File: src/rtl/uart_apb_bridge.sv
// APB3 completer issuing exactly one registered access cycle on the UART regfile port per transfer.
// Setup at T, register access at T+1, PREADY at T+2+WAIT_CYCLES; dropping psel aborts without PREADY.
module uart_apb_bridge #(
  parameter int          ADDR_W      = 8,
  parameter int          WAIT_CYCLES = 0,
  parameter logic [31:0] WR_MASK     = 32'hFFFF_FFFF,
  parameter logic [31:0] RD_MASK     = 32'hFFFF_FFFF,
  parameter logic [4:0]  IDLE_RADDR  = 5'h1F
) (
  input  logic              clk_i,
  input  logic              reset_i,
  input  logic              psel_i,
  input  logic              penable_i,
  input  logic              pwrite_i,
  input  logic [ADDR_W-1:0] paddr_i,
  input  logic [31:0]       pwdata_i,
  output logic [31:0]       prdata_o,
  output logic              pready_o,
  output logic              pslverr_o,
  output logic              reg_we_o,
  output logic [4:0]        reg_waddr_o,
  output logic [31:0]       reg_wdata_o,
  output logic [4:0]        reg_raddr_o,
  input  logic [31:0]       reg_rdata_i
);

  typedef enum logic [1:0] {IDLE, ACCESS, WAIT, RESP} state_t;

  localparam logic [3:0] WAIT_LAST = 4'(WAIT_CYCLES - 1);

  state_t      state, state_d;
  logic        wr_q, err_q;
  logic [31:0] rbuf_q;
  logic [3:0]  cnt_q;

  logic        setup, setup_err, wait_done;
  logic [4:0]  pidx;
  logic [31:0] mask;

  logic        we_d, rdy_d, slverr_d;
  logic [4:0]  waddr_d, raddr_d;
  logic [31:0] wdata_d, prdata_d, rd_src;

  assign setup     = psel_i && !penable_i;
  assign pidx      = paddr_i[6:2];
  assign mask      = pwrite_i ? WR_MASK : RD_MASK;
  assign setup_err = (paddr_i[1:0] != 2'b00) || ((paddr_i >> 7) != '0) || !mask[pidx];
  assign wait_done = (cnt_q == WAIT_LAST);

  always_ff @(posedge clk_i or posedge reset_i) begin
    if (reset_i) state <= IDLE;
    else         state <= state_d;
  end

  always_comb begin
    state_d = state;
    case (state)
      IDLE:    if (setup) state_d = ACCESS;
      ACCESS:  if (!psel_i)              state_d = IDLE;
               else if (WAIT_CYCLES > 0) state_d = WAIT;
               else                      state_d = RESP;
      WAIT:    if (!psel_i)        state_d = IDLE;
               else if (wait_done) state_d = RESP;
      RESP:    state_d = IDLE;
      default: state_d = IDLE;
    endcase
  end

  // ACCESS is only entered from IDLE, so the access cycle is decoded straight from the setup-phase inputs.
  always_comb begin
    we_d     = (state_d == ACCESS) && !setup_err && pwrite_i;
    raddr_d  = ((state_d == ACCESS) && !setup_err && !pwrite_i) ? pidx : IDLE_RADDR;
    waddr_d  = we_d ? pidx : reg_waddr_o;
    wdata_d  = we_d ? pwdata_i : reg_wdata_o;
    rd_src   = (state == ACCESS) ? reg_rdata_i : rbuf_q;
    rdy_d    = (state_d == RESP);
    slverr_d = rdy_d && err_q;
    prdata_d = (rdy_d && !err_q && !wr_q) ? rd_src : 32'h0;
  end

  always_ff @(posedge clk_i or posedge reset_i) begin
    if (reset_i) begin
      pready_o    <= 1'b0;
      pslverr_o   <= 1'b0;
      prdata_o    <= 32'h0;
      reg_we_o    <= 1'b0;
      reg_waddr_o <= 5'h0;
      reg_wdata_o <= 32'h0;
      reg_raddr_o <= IDLE_RADDR;
    end else begin
      pready_o    <= rdy_d;
      pslverr_o   <= slverr_d;
      prdata_o    <= prdata_d;
      reg_we_o    <= we_d;
      reg_waddr_o <= waddr_d;
      reg_wdata_o <= wdata_d;
      reg_raddr_o <= raddr_d;
    end
  end

  always_ff @(posedge clk_i or posedge reset_i) begin
    if (reset_i) begin
      wr_q   <= 1'b0;
      err_q  <= 1'b0;
      rbuf_q <= 32'h0;
      cnt_q  <= 4'h0;
    end else begin
      if (state == IDLE && setup) begin
        wr_q  <= pwrite_i;
        err_q <= setup_err;
      end
      if (state == ACCESS && !err_q && !wr_q) rbuf_q <= reg_rdata_i;
      if (state == WAIT && !wait_done) cnt_q <= cnt_q + 4'h1;
      else                             cnt_q <= 4'h0;
    end
  end

endmodule

File: config.mk
export PLATFORM = sky130hd
export DESIGN_NAME = uart_apb_bridge
export DESIGN_NICKNAME = d
export VERILOG_FILES = /design/src/rtl/uart_apb_bridge.sv
export SDC_FILE = /design/constraint.sdc
export NUM_CORES = 1
export LEC_CHECK = 0
export ABC_AREA = 1
export CAP_MARGIN = 20
export CORE_AREA = 2 2 91 129
export CTS_CLUSTER_SIZE = 30
export DETAILED_ROUTE_END_ITERATION = 6
export DIE_AREA = 0 0 93 131
export HOLD_SLACK_MARGIN = 0.12
export PLACE_DENSITY = 0.81
export SLEW_MARGIN = 20
export SYNTH_ARGS = -nofsm -noshare
export SYNTH_HDL_FRONTEND = slang
export SYNTH_SLANG_ARGS = --single-unit
File: constraint.sdc
create_clock -name clk_i -period 8.9 [get_ports clk_i]
set_clock_uncertainty 0.05 [all_clocks]
set_input_delay 0.89 -clock clk_i [delete_from_list [all_inputs] [get_ports clk_i]]
set_output_delay 0.89 -clock clk_i [all_outputs]
set_load 0.02 [all_outputs]
==> run metrics, run 1 <==
outcome finished, final reports clean; max cap viols 0; worst skew pair latency 400 ps; EDFF count, synth 0; post-synth top area cell dfrtp_1; Port Buffers around 150; GRT overflow 0; Finish-stage setup viols 0; Worst-Margin Slew between 900 and 1000 ps; First-pass DRT Iterations 6; DR WL/cell 12.8 um; kind of critical path reg -> out; Final Hold Vio Count 0; initial core utilization between 40 and 50%; WP data required between 7000 and 8000 ps; first-pass GRT wire length around 18000 um; hold_buf cts 0; Reg clk slew, reported paths 50 ps; unrepaired setup endpoints after global routing false; 1st-iter DRT viols roughly 170; DRC Markers 0; HPWL Detailed roughly 7500 um; ys async rst share 100%; setup bufs post-CTS 0; via/cell ratio around 4.7; total CTS buffers 17; Seq cells post-synth about 120; post-detailed-routing wire length around 11000 um; FILL cells ~900; register area between 2000 and 3000 um2; largest net degree at the start of global routing 66; sequential fraction of the synthesis area between 60 and 70%; WP buf/inv 1; CP endpoint kind output pin; Cells after Synth ~550; Worst VDD drop between 150 and 200 uV; Final Util a little under two thirds; ANT cells 0; Worst EP arrival roughly 1500 ps; critical path launch point type flip-flop; gpl congestion between 0.7 and 0.8; Core Box Area roughly 11000 um2; fin crit period 2460 ps; Clock Tree Root clkbuf_16; Synth cell types 22; share of cells above drive strength 1 8.23%; total power roughly 1.8 mW; die height 131 um; Yosys Warn Count 0; crit share post-route 27.7%; Final TNS setup 0 ps; All-Layer GR Usage 18.7%; # clock sinks approximately 120; via count 3971; pwr dens about 250 nW/um2; Final Max Slew Viols 0; Synth area leaders dfrtp_1 57%, nand2_1 12%, inv_1 6.2%; area occupied by multi-input gates 1430 um2; Crit Path Max Fanout 1; die area approximately 12000 um2; H-tree lvl count 4; clk buf depth 2; syn avg cell area between 8 and 9 um2; Mapped Nets 623; delay of the slowest cell on the worst path just over 600 ps; Achievable Freq roughly 0.41 GHz; Synth top area share between 50% and 60%; initial antenna violation count 0; Final Net Count 770; hold crit path type reg -> reg; Post-CTS Resized 0; max_slew headroom a little under two fifths; Core Rows 46; slowest CP cell clkdlybuf4s50_1; Netlist Area Pre-Place 4880 um2; vias in the first global route 3903; Worst path top cell family by delay buffers and inverters; Syn-to-layout area delta 43.6%; Routed Antenna Nets 0; CP cell instances clkdlybuf4s50_1; Boundary Pins between 150 and 200; P_leak around 3.7 nW; die outline width ~93 um; Post-synth top flop dfrtp_1; CTS tree built
## cell families after synthesis
group                    synth area share, %
flip-flops                              60.2
buffers and inverters                   10.7
AND/OR/NAND/NOR                         22.2
AO/OA/AOI/OAI                           6.67
adder cells (fa/ha/maj)                0.257
## where the power goes
part | switching, mW | internal [mW]
clock | 0.222 | 0.446
sequential | 0.0627 | 0.644
combinational | 0.203 | 0.175
total | 0.488 | 1.27
## sequential cells by signal (all words and copies together) (netlist names)
| signal | count |
|---|---|
| wr_q | 1 |
| reg_raddr_o | 5 |
| reg_we_o | 1 |
| cnt_q | 4 |
| state | 2 |
| err_q | 1 |
| reg_waddr_o | 5 |
| pslverr_o | 1 |
| reg_wdata_o | 32 |
| pready_o | 1 |
| rbuf_q | 32 |
| prdata_o | 32 |
## area by class of cell
class / count / share of cell area [%]
Clock inverter: 9 / 1.82
Tap cell: 144 / 2.57
Sequential cell: 117 / 41.9
Timing Repair Buffer: 156 / 22.2
Inverter: 83 / 4.49
Clock buffer: 23 / 6.54
Multi-Input combinational cell: 317 / 20.5
## per-layer routing
layer | GRT usage [%] | vias up | routed length (um)
li1 | - | 1951 | -
met2 | 32.1 | 150 | 5580
met3 | 6.48 | 19 | 846
met5 | 0 | - | 0
met1 | 21.2 | 1851 | 4240
met4 | 8.13 | 0 | 204
## cell usage in the layout (no fill, tap or decap)
cell / Yosys / routed
nor2_1: 41 / 41
dfstp_2: 5 / 5
clkinv_2: 0 / 3
nand2_2: 3 / 2
nand2_1: 158 / 157
nand3_4: 1 / 1
inv_2: 3 / 3
o21ai_0: 26 / 26
bufinv_16: 0 / 3
clkbuf_1: 4 / 5
nand3_1: 31 / 31
clkinvlp_4: 0 / 3
nand3_2: 10 / 10
buf_4: 4 / 3
a21oi_1: 1 / 1
dfrtp_1: 112 / 112
clkdlybuf4s50_1: 0 / 153
nor3_1: 3 / 3
nor2_4: 1 / 1
inv_1: 80 / 79
clkbuf_8: 0 / 1
o21ai_1: 38 / 38
nor2_2: 3 / 3
clkbuf_16: 0 / 17
nand2_4: 0 / 2
ha_1: 1 / 1
inv_4: 0 / 1
## path summary, 6_finish.rpt
| kind | startpoint | slack, ps | to | cells after the start |
|---|---|---|---|---|
| hold / removal | reg_wdata_o[3] | 420 | reg_wdata_o[3] | 2 |
| max in group asynchronous | reset_i | 6660 | rbuf_q[3] | 3 |
| setup / recovery | reg_raddr_o[4] | 6440 | reg_raddr_o[4] | 1 |
| setup reg to reg | state[1] | 7010 | reg_wdata_o[8] | 5 |
| min in group asynchronous | reset_i | 900 | reg_wdata_o[0] | 2 |
| hold reg to reg | reg_wdata_o[3] | 420 | reg_wdata_o[3] | 2 |
## Yosys cell counts (4+ instances only)
cell      instances
buf_2            11
buf_4             4
buf_6             8
clkbuf_1          4
dfrtp_1         112
dfstp_2           5
inv_1            80
nand2_1         158
nand3_1          31
nand3_2          10
nor2_1           41
o21ai_0          26
o21ai_1          38
## through the flow
step / setup WS [ps] / hold slack (ps) / cell area [um2] / std cells
after global routing: 6320 / 438 / 7000 / 849
after CTS: 6410 / 425 / 6990 / 849
after global placement: 6170 / 393 / 6410 / 817
final: 6440 / 421 / 7000 / 849
after floorplan: 4870 / 383 / 4880 / 545
after detailed placement: 6060 / 412 / 6410 / 817
No activity file was read; power rests on OpenSTA's default activity.
==> inputs of run 2 (changes only) <==
--- a/config.mk
+++ b/config.mk
@@ -7,12 +7,12 @@
 export LEC_CHECK = 0
 export ABC_AREA = 1
 export CAP_MARGIN = 20
-export CORE_AREA = 2 2 91 129
+export CORE_AREA = 2 2 95 133
 export CTS_CLUSTER_SIZE = 30
 export DETAILED_ROUTE_END_ITERATION = 6
-export DIE_AREA = 0 0 93 131
+export DIE_AREA = 0 0 97 135
 export HOLD_SLACK_MARGIN = 0.12
-export PLACE_DENSITY = 0.81
+export PLACE_DENSITY = 0.79
 export SLEW_MARGIN = 20
 export SYNTH_ARGS = -nofsm -noshare
 export SYNTH_HDL_FRONTEND = slang
==> constraint.sdc (replaced) <==
create_clock -name clk_i -period 2.1 [get_ports clk_i]
set_clock_uncertainty 0.05 [all_clocks]
set_input_delay 0.21 -clock clk_i [delete_from_list [all_inputs] [get_ports clk_i]]
set_output_delay 0.21 -clock clk_i [all_outputs]
set_load 0.02 [all_outputs]
==> run 2 against run 1 <==
  * Hold slack worse by 130 ps
  * Global-route usage is 0.64 points lower
  * Wire length is 5.3% higher
  * Final area is 1.1% higher
  * The flow now finishes with violations (design-rule violations)
  * Cell count is 0.82% higher
  * Flip-flop and latch count stayed put
==> run metrics, run 2 (synthesized netlist as in run 1, its figures left out) <==
FILL cells ~1000; Port Buffers 153; Core Box Area 11800 um2; WP buf/inv 1; fin crit period between 1500 and 2000 ps; max layer used met4; First-pass DRT Iterations 7; die height ~140 um; vias in the first global route roughly 4100; Syn-to-layout area delta 45.1%; unrepaired setup endpoints after global routing false; P_leak 3.68 nW; slowest CP cell clkdlybuf4s50_1; number of stages on the worst setup path 1; Core Rows 47; crit share post-route between 80% and 90%; max cap viols 0; CP endpoint kind output pin; share of cells above drive strength 1 a little under a tenth; Boundary Pins between 150 and 200; Crit Path Max Fanout 1; violated checks design-rule violations; initial antenna violation count 0; Sequential Power Share between 40% and 50%; Largest regs prdata_o (32), rbuf_q (32), reg_wdata_o (32); Worst path top cell family by delay buffers and inverters; Reg clk slew, reported paths roughly 60 ps; via/cell ratio approximately 4.7; Clk network pwr share 37.7%; gpl congestion ~0.76; most common cell after layout, fill and taps aside nand2_1; hold_buf cts 0; # clock sinks between 100 and 150; Final Net Count 774; kind of critical path reg -> out; critical path launch point type flip-flop; Worst EP arrival roughly 1500 ps; WL met3 1030 um; GRT overflow 0; hold crit path type in -> async; initial core utilization between 40% and 50%; setup bufs post-CTS 0; 1st-iter DRT viols between 100 and 150; delay of the slowest cell on the worst path 610 ps; HPWL Detailed between 7000 and 8000 um; Clock Tree Root clkbuf_16; post-route cell area 7080 um2; setup slack at placement about 400 ps; All-Layer GR Usage 18.1%; via count approximately 4000; DR WL met2 around 5700 um; switching part of the total power approximately 29%; register area between 2000 and 3000 um2; Final TNS setup 0 ps; Worst VDD drop roughly 560 uV; Combinational Power Share about 22%; die outline width 97 um; Finish-stage setup viols 0; DRC Markers 1; worst skew pair latency about 400 ps; WP data required about 1800 ps; total CTS buffers 17; max_slew headroom around three fifths; M1 WL approximately 4600 um; H-tree lvl count 4; CP cell instances clkdlybuf4s50_1; pwr dens about 1100 nW/um2; placed instance area ~6500 um2; Hold Slack approximately 290 ps; post-detailed-routing wire length 11400 um; die area approximately 13000 um2; outcome complete, but fails checks; Routed Antenna Nets 0; commonest non-fill, non-tap cells in the layout 157 x nand2_1, 153 x clkdlybuf4s50_1, 112 x dfrtp_1; Final WS setup ~310 ps; clk buf depth 2; R2R cell count 7; Post-CTS Resized 0; Final Hold Vio Count 0; Final Max Slew Viols 0; CTS tree built; area occupied by multi-input gates between 1000 and 1500 um2; Worst-Margin Slew approximately 600 ps; Pint 5.29 mW; DR WL/cell around 13 um; ANT cells 0; Achievable Freq 0.558 GHz; largest net degree at the start of global routing between 100 and 150; Switching Power between 2 and 2.5 mW; first-pass GRT wire length about 19000 um
## run 2: layout make-up
cell class	count	area share (%)
flip-flops and latches	117	41.5
repair buffers	160	23.1
multi-input cells	317	20.1
clock buffers	19	6.40
inverters	83	4.46
well taps	147	2.60
clock inverters	13	1.87
## run 2: worst paths after layout
check / startpoint / endpoint / slack, ps
worst max-delay path: reg_raddr_o[1] / reg_raddr_o[1] / 310
worst max register to register: cnt_q[0] / prdata_o[22] / 520
worst min-delay path: reset_i / reg_wdata_o[3] / 290
worst min register to register: reg_wdata_o[8] / reg_wdata_o[8] / 430
min in group clk_i: paddr_i[4] / reg_raddr_o[2] / 290
max in group asynchronous: reset_i / prdata_o[21] / 1250
## run 2: worst min-delay path: cells and delay by family
family                 cells  cell delay [ps]
buffers and inverters      3             1000
## run 2: power groups by stage
stage	combinational [mW]	clock, mW	sequential, mW
global placement	1.57	0	2.98
detailed placement	1.64	0	3.02
floorplan	0.849	0	3.14
CTS	1.66	2.87	2.99
finish	1.63	2.80	2.99
global route	1.88	2.98	3.05
## run 2: metrics by stage
stage	power (mW)	utilization, %	cells
after floorplan	3.99	-	545
after global routing	7.91	59.9	856
after global placement	4.56	54.9	824
after detailed placement	4.66	54.9	824
final	7.43	59.9	856
after CTS	7.52	59.9	856
## run 2: layer usage
metal,global-route usage (%),up-vias
li1,-,1964
met1,19.6,1926
met2,31.1,147
met3,7.97,6
met4,6.96,0
met5,0,-
==> inputs of run 3 (changes only) <==
--- a/config.mk
+++ b/config.mk
@@ -6,13 +6,14 @@
 export NUM_CORES = 1
 export LEC_CHECK = 0
 export ABC_AREA = 1
+export ABC_CLOCK_PERIOD_IN_PS = 2210
 export CAP_MARGIN = 20
-export CORE_AREA = 2 2 95 133
+export CORE_AREA = 2 2 91 129
 export CTS_CLUSTER_SIZE = 30
 export DETAILED_ROUTE_END_ITERATION = 6
-export DIE_AREA = 0 0 97 135
+export DIE_AREA = 0 0 93 131
 export HOLD_SLACK_MARGIN = 0.12
-export PLACE_DENSITY = 0.79
+export PLACE_DENSITY = 0.81
 export SLEW_MARGIN = 20
 export SYNTH_ARGS = -nofsm -noshare
 export SYNTH_HDL_FRONTEND = slang
==> constraint.sdc (replaced) <==
create_clock -name clk_i -period 2.21 [get_ports clk_i]
set_clock_uncertainty 0.05 [all_clocks]
set_input_delay 0.221 -clock clk_i [delete_from_list [all_inputs] [get_ports clk_i]]
set_output_delay 0.221 -clock clk_i [all_outputs]
set_load 0.02 [all_outputs]
==> run 3 against run 2 <==
  * The run now ends clean
  * Hold slack got worse by 1.9 ps
  * Wire length fell by 1.7%
  * Clock-buffer cell count did not move
  * First-iteration DRC count rose by 41%
  * Die area fell by 7.0%
  * Flip-flop and latch count did not move
  * Largest cell class unchanged
  * Utilization rose by 4.9 points
  * Cell count fell by 0.35%
==> run metrics, run 3 (synthesized netlist as in run 1, its figures left out) <==
Port Buffers 153; fin crit period 1810 ps; vias in the first global route around 4100; unrepaired setup endpoints after global routing false; CTS tree built; share of cells above drive strength 1 about a tenth; Finish-stage setup viols 0; All-Layer GR Usage between 10% and 20%; die height about 130 um; die outline width 93 um; crit share post-route roughly four fifths; CP cell instances clkdlybuf4s50_1; Final Hold Vio Count 0; hold_buf cts 0; H-tree lvl count 4; setup bufs post-CTS 0; hold crit path type in -> reg; Routed Antenna Nets 0; HPWL Detailed roughly 7500 um; ANT cells 0; Boundary Pins 154; Worst VDD drop around 570 uV; Largest regs prdata_o (32), rbuf_q (32), reg_wdata_o (32); DRC Markers 0; gpl congestion between 0.7 and 0.8; Worst EP arrival around 1500 ps; CP endpoint kind output pin; Post-CTS Resized 0; initial antenna violation count 0; total power between 7 and 8 mW; max cap viols 0; Worst-Margin Slew 596 ps; Clock Tree Root clkbuf_16; Core Rows 46; initial core utilization between 40% and 50%; M2 GR Usage roughly a third; delay of the slowest cell on the worst path 600 ps; Reg clk slew, reported paths ~60 ps; slowest CP cell clkdlybuf4s50_1; Syn-to-layout area delta 46.8%; 1st-iter DRT viols about 190; DR WL/cell between 10 and 15 um; kind of critical path reg -> out; Achievable Freq between 0.5 and 0.6 GHz; die area roughly 12000 um2; First-pass DRT Iterations 4; GRT overflow 0; worst skew pair latency around 400 ps; Final WS setup about 400 ps; max_slew headroom approximately three fifths; FILL cells 871; Final Net Count slightly below 800; via/cell ratio 4.68; GR peak layer met2; clk buf depth 2; Hold Slack between 200 and 300 ps; critical path launch point type flip-flop; GR Util met3 between 7 and 8%; P_leak approximately 3.7 nW; commonest non-fill, non-tap cells in the layout 157 x nand2_1, 153 x clkdlybuf4s50_1, 112 x dfrtp_1; setup slack at placement around 460 ps; WP buf/inv 1; Crit Path Max Fanout 1; met1 Use GR between 20% and 30%; Worst path top cell family by delay buffers and inverters; via count 3988; # clock sinks roughly 120; Final TNS setup 0 ps; Core Box Area 11100 um2; outcome finished, final reports clean; most common cell after layout, fill and taps aside nand2_1; largest net degree at the start of global routing between 100 and 150; WP data required slightly below 2000 ps; Final Max Slew Viols 0; pwr dens 1050 nW/um2; total CTS buffers 17; post-detailed-routing wire length 11200 um; first-pass GRT wire length around 19000 um
run 3: cell types whose count changed in the layout (fill, tap and decap cells not counted), sizes merged:
cell,change
clkinv,-4
bufinv,+4
run 3: routing by layer:
layer | share of wire [%] | wire [um] | vias up
met4 | 1.5 | 171 | 0
li1 | - | - | 1962
met1 | 38 | 4290 | 1869
met2 | 53 | 5930 | 139
met3 | 7.6 | 856 | 18
met5 | 0 | 0 | -
run 3: area by class of cell:
class / instances / area [um2] / area share, %
Clock buffer: 19 / 443 / 6.19
Clock inverter: 13 / 229 / 3.20
Inverter: 83 / 315 / 4.40
Multi-Input combinational cell: 317 / 1420 / 19.9
Sequential cell: 117 / 2930 / 41.0
Tap cell: 144 / 180 / 2.52
Timing Repair Buffer: 160 / 1630 / 22.8
run 3: path summary, 6_finish.rpt:
| path | startpoint | end | slack (ps) | depth (start not counted) |
|---|---|---|---|---|
| setup reg to reg | cnt_q[0] | prdata_o[5] | 590 | 7 |
| setup / recovery | reg_raddr_o[3] | reg_raddr_o[3] | 400 | 1 |
| max in group asynchronous | reset_i | rbuf_q[28] | 1370 | 3 |
| min in group asynchronous | reset_i | reg_wdata_o[3] | 300 | 3 |
| hold / removal | paddr_i[6] | reg_raddr_o[4] | 290 | 3 |
| hold reg to reg | reg_wdata_o[18] | reg_wdata_o[18] | 430 | 2 |
run 3: metrics by stage:
stage / cells / util (%) / area, um2
2_1_floorplan: 545 / - / 4880
4_1_cts: 853 / 64.8 / 7160
3_5_place_dp: 821 / 58.7 / 6490
3_3_place_gp: 821 / 58.7 / 6490
5_1_grt: 853 / 64.8 / 7160
6_report: 853 / 64.8 / 7160
run 3: report_power, final:
part           internal [mW]  leakage, nW  switching, mW
logic                  0.723         1.92          0.817
registers               2.59         1.48          0.257
clock network           2.14        0.315          0.959
total                   5.46         3.72           2.03
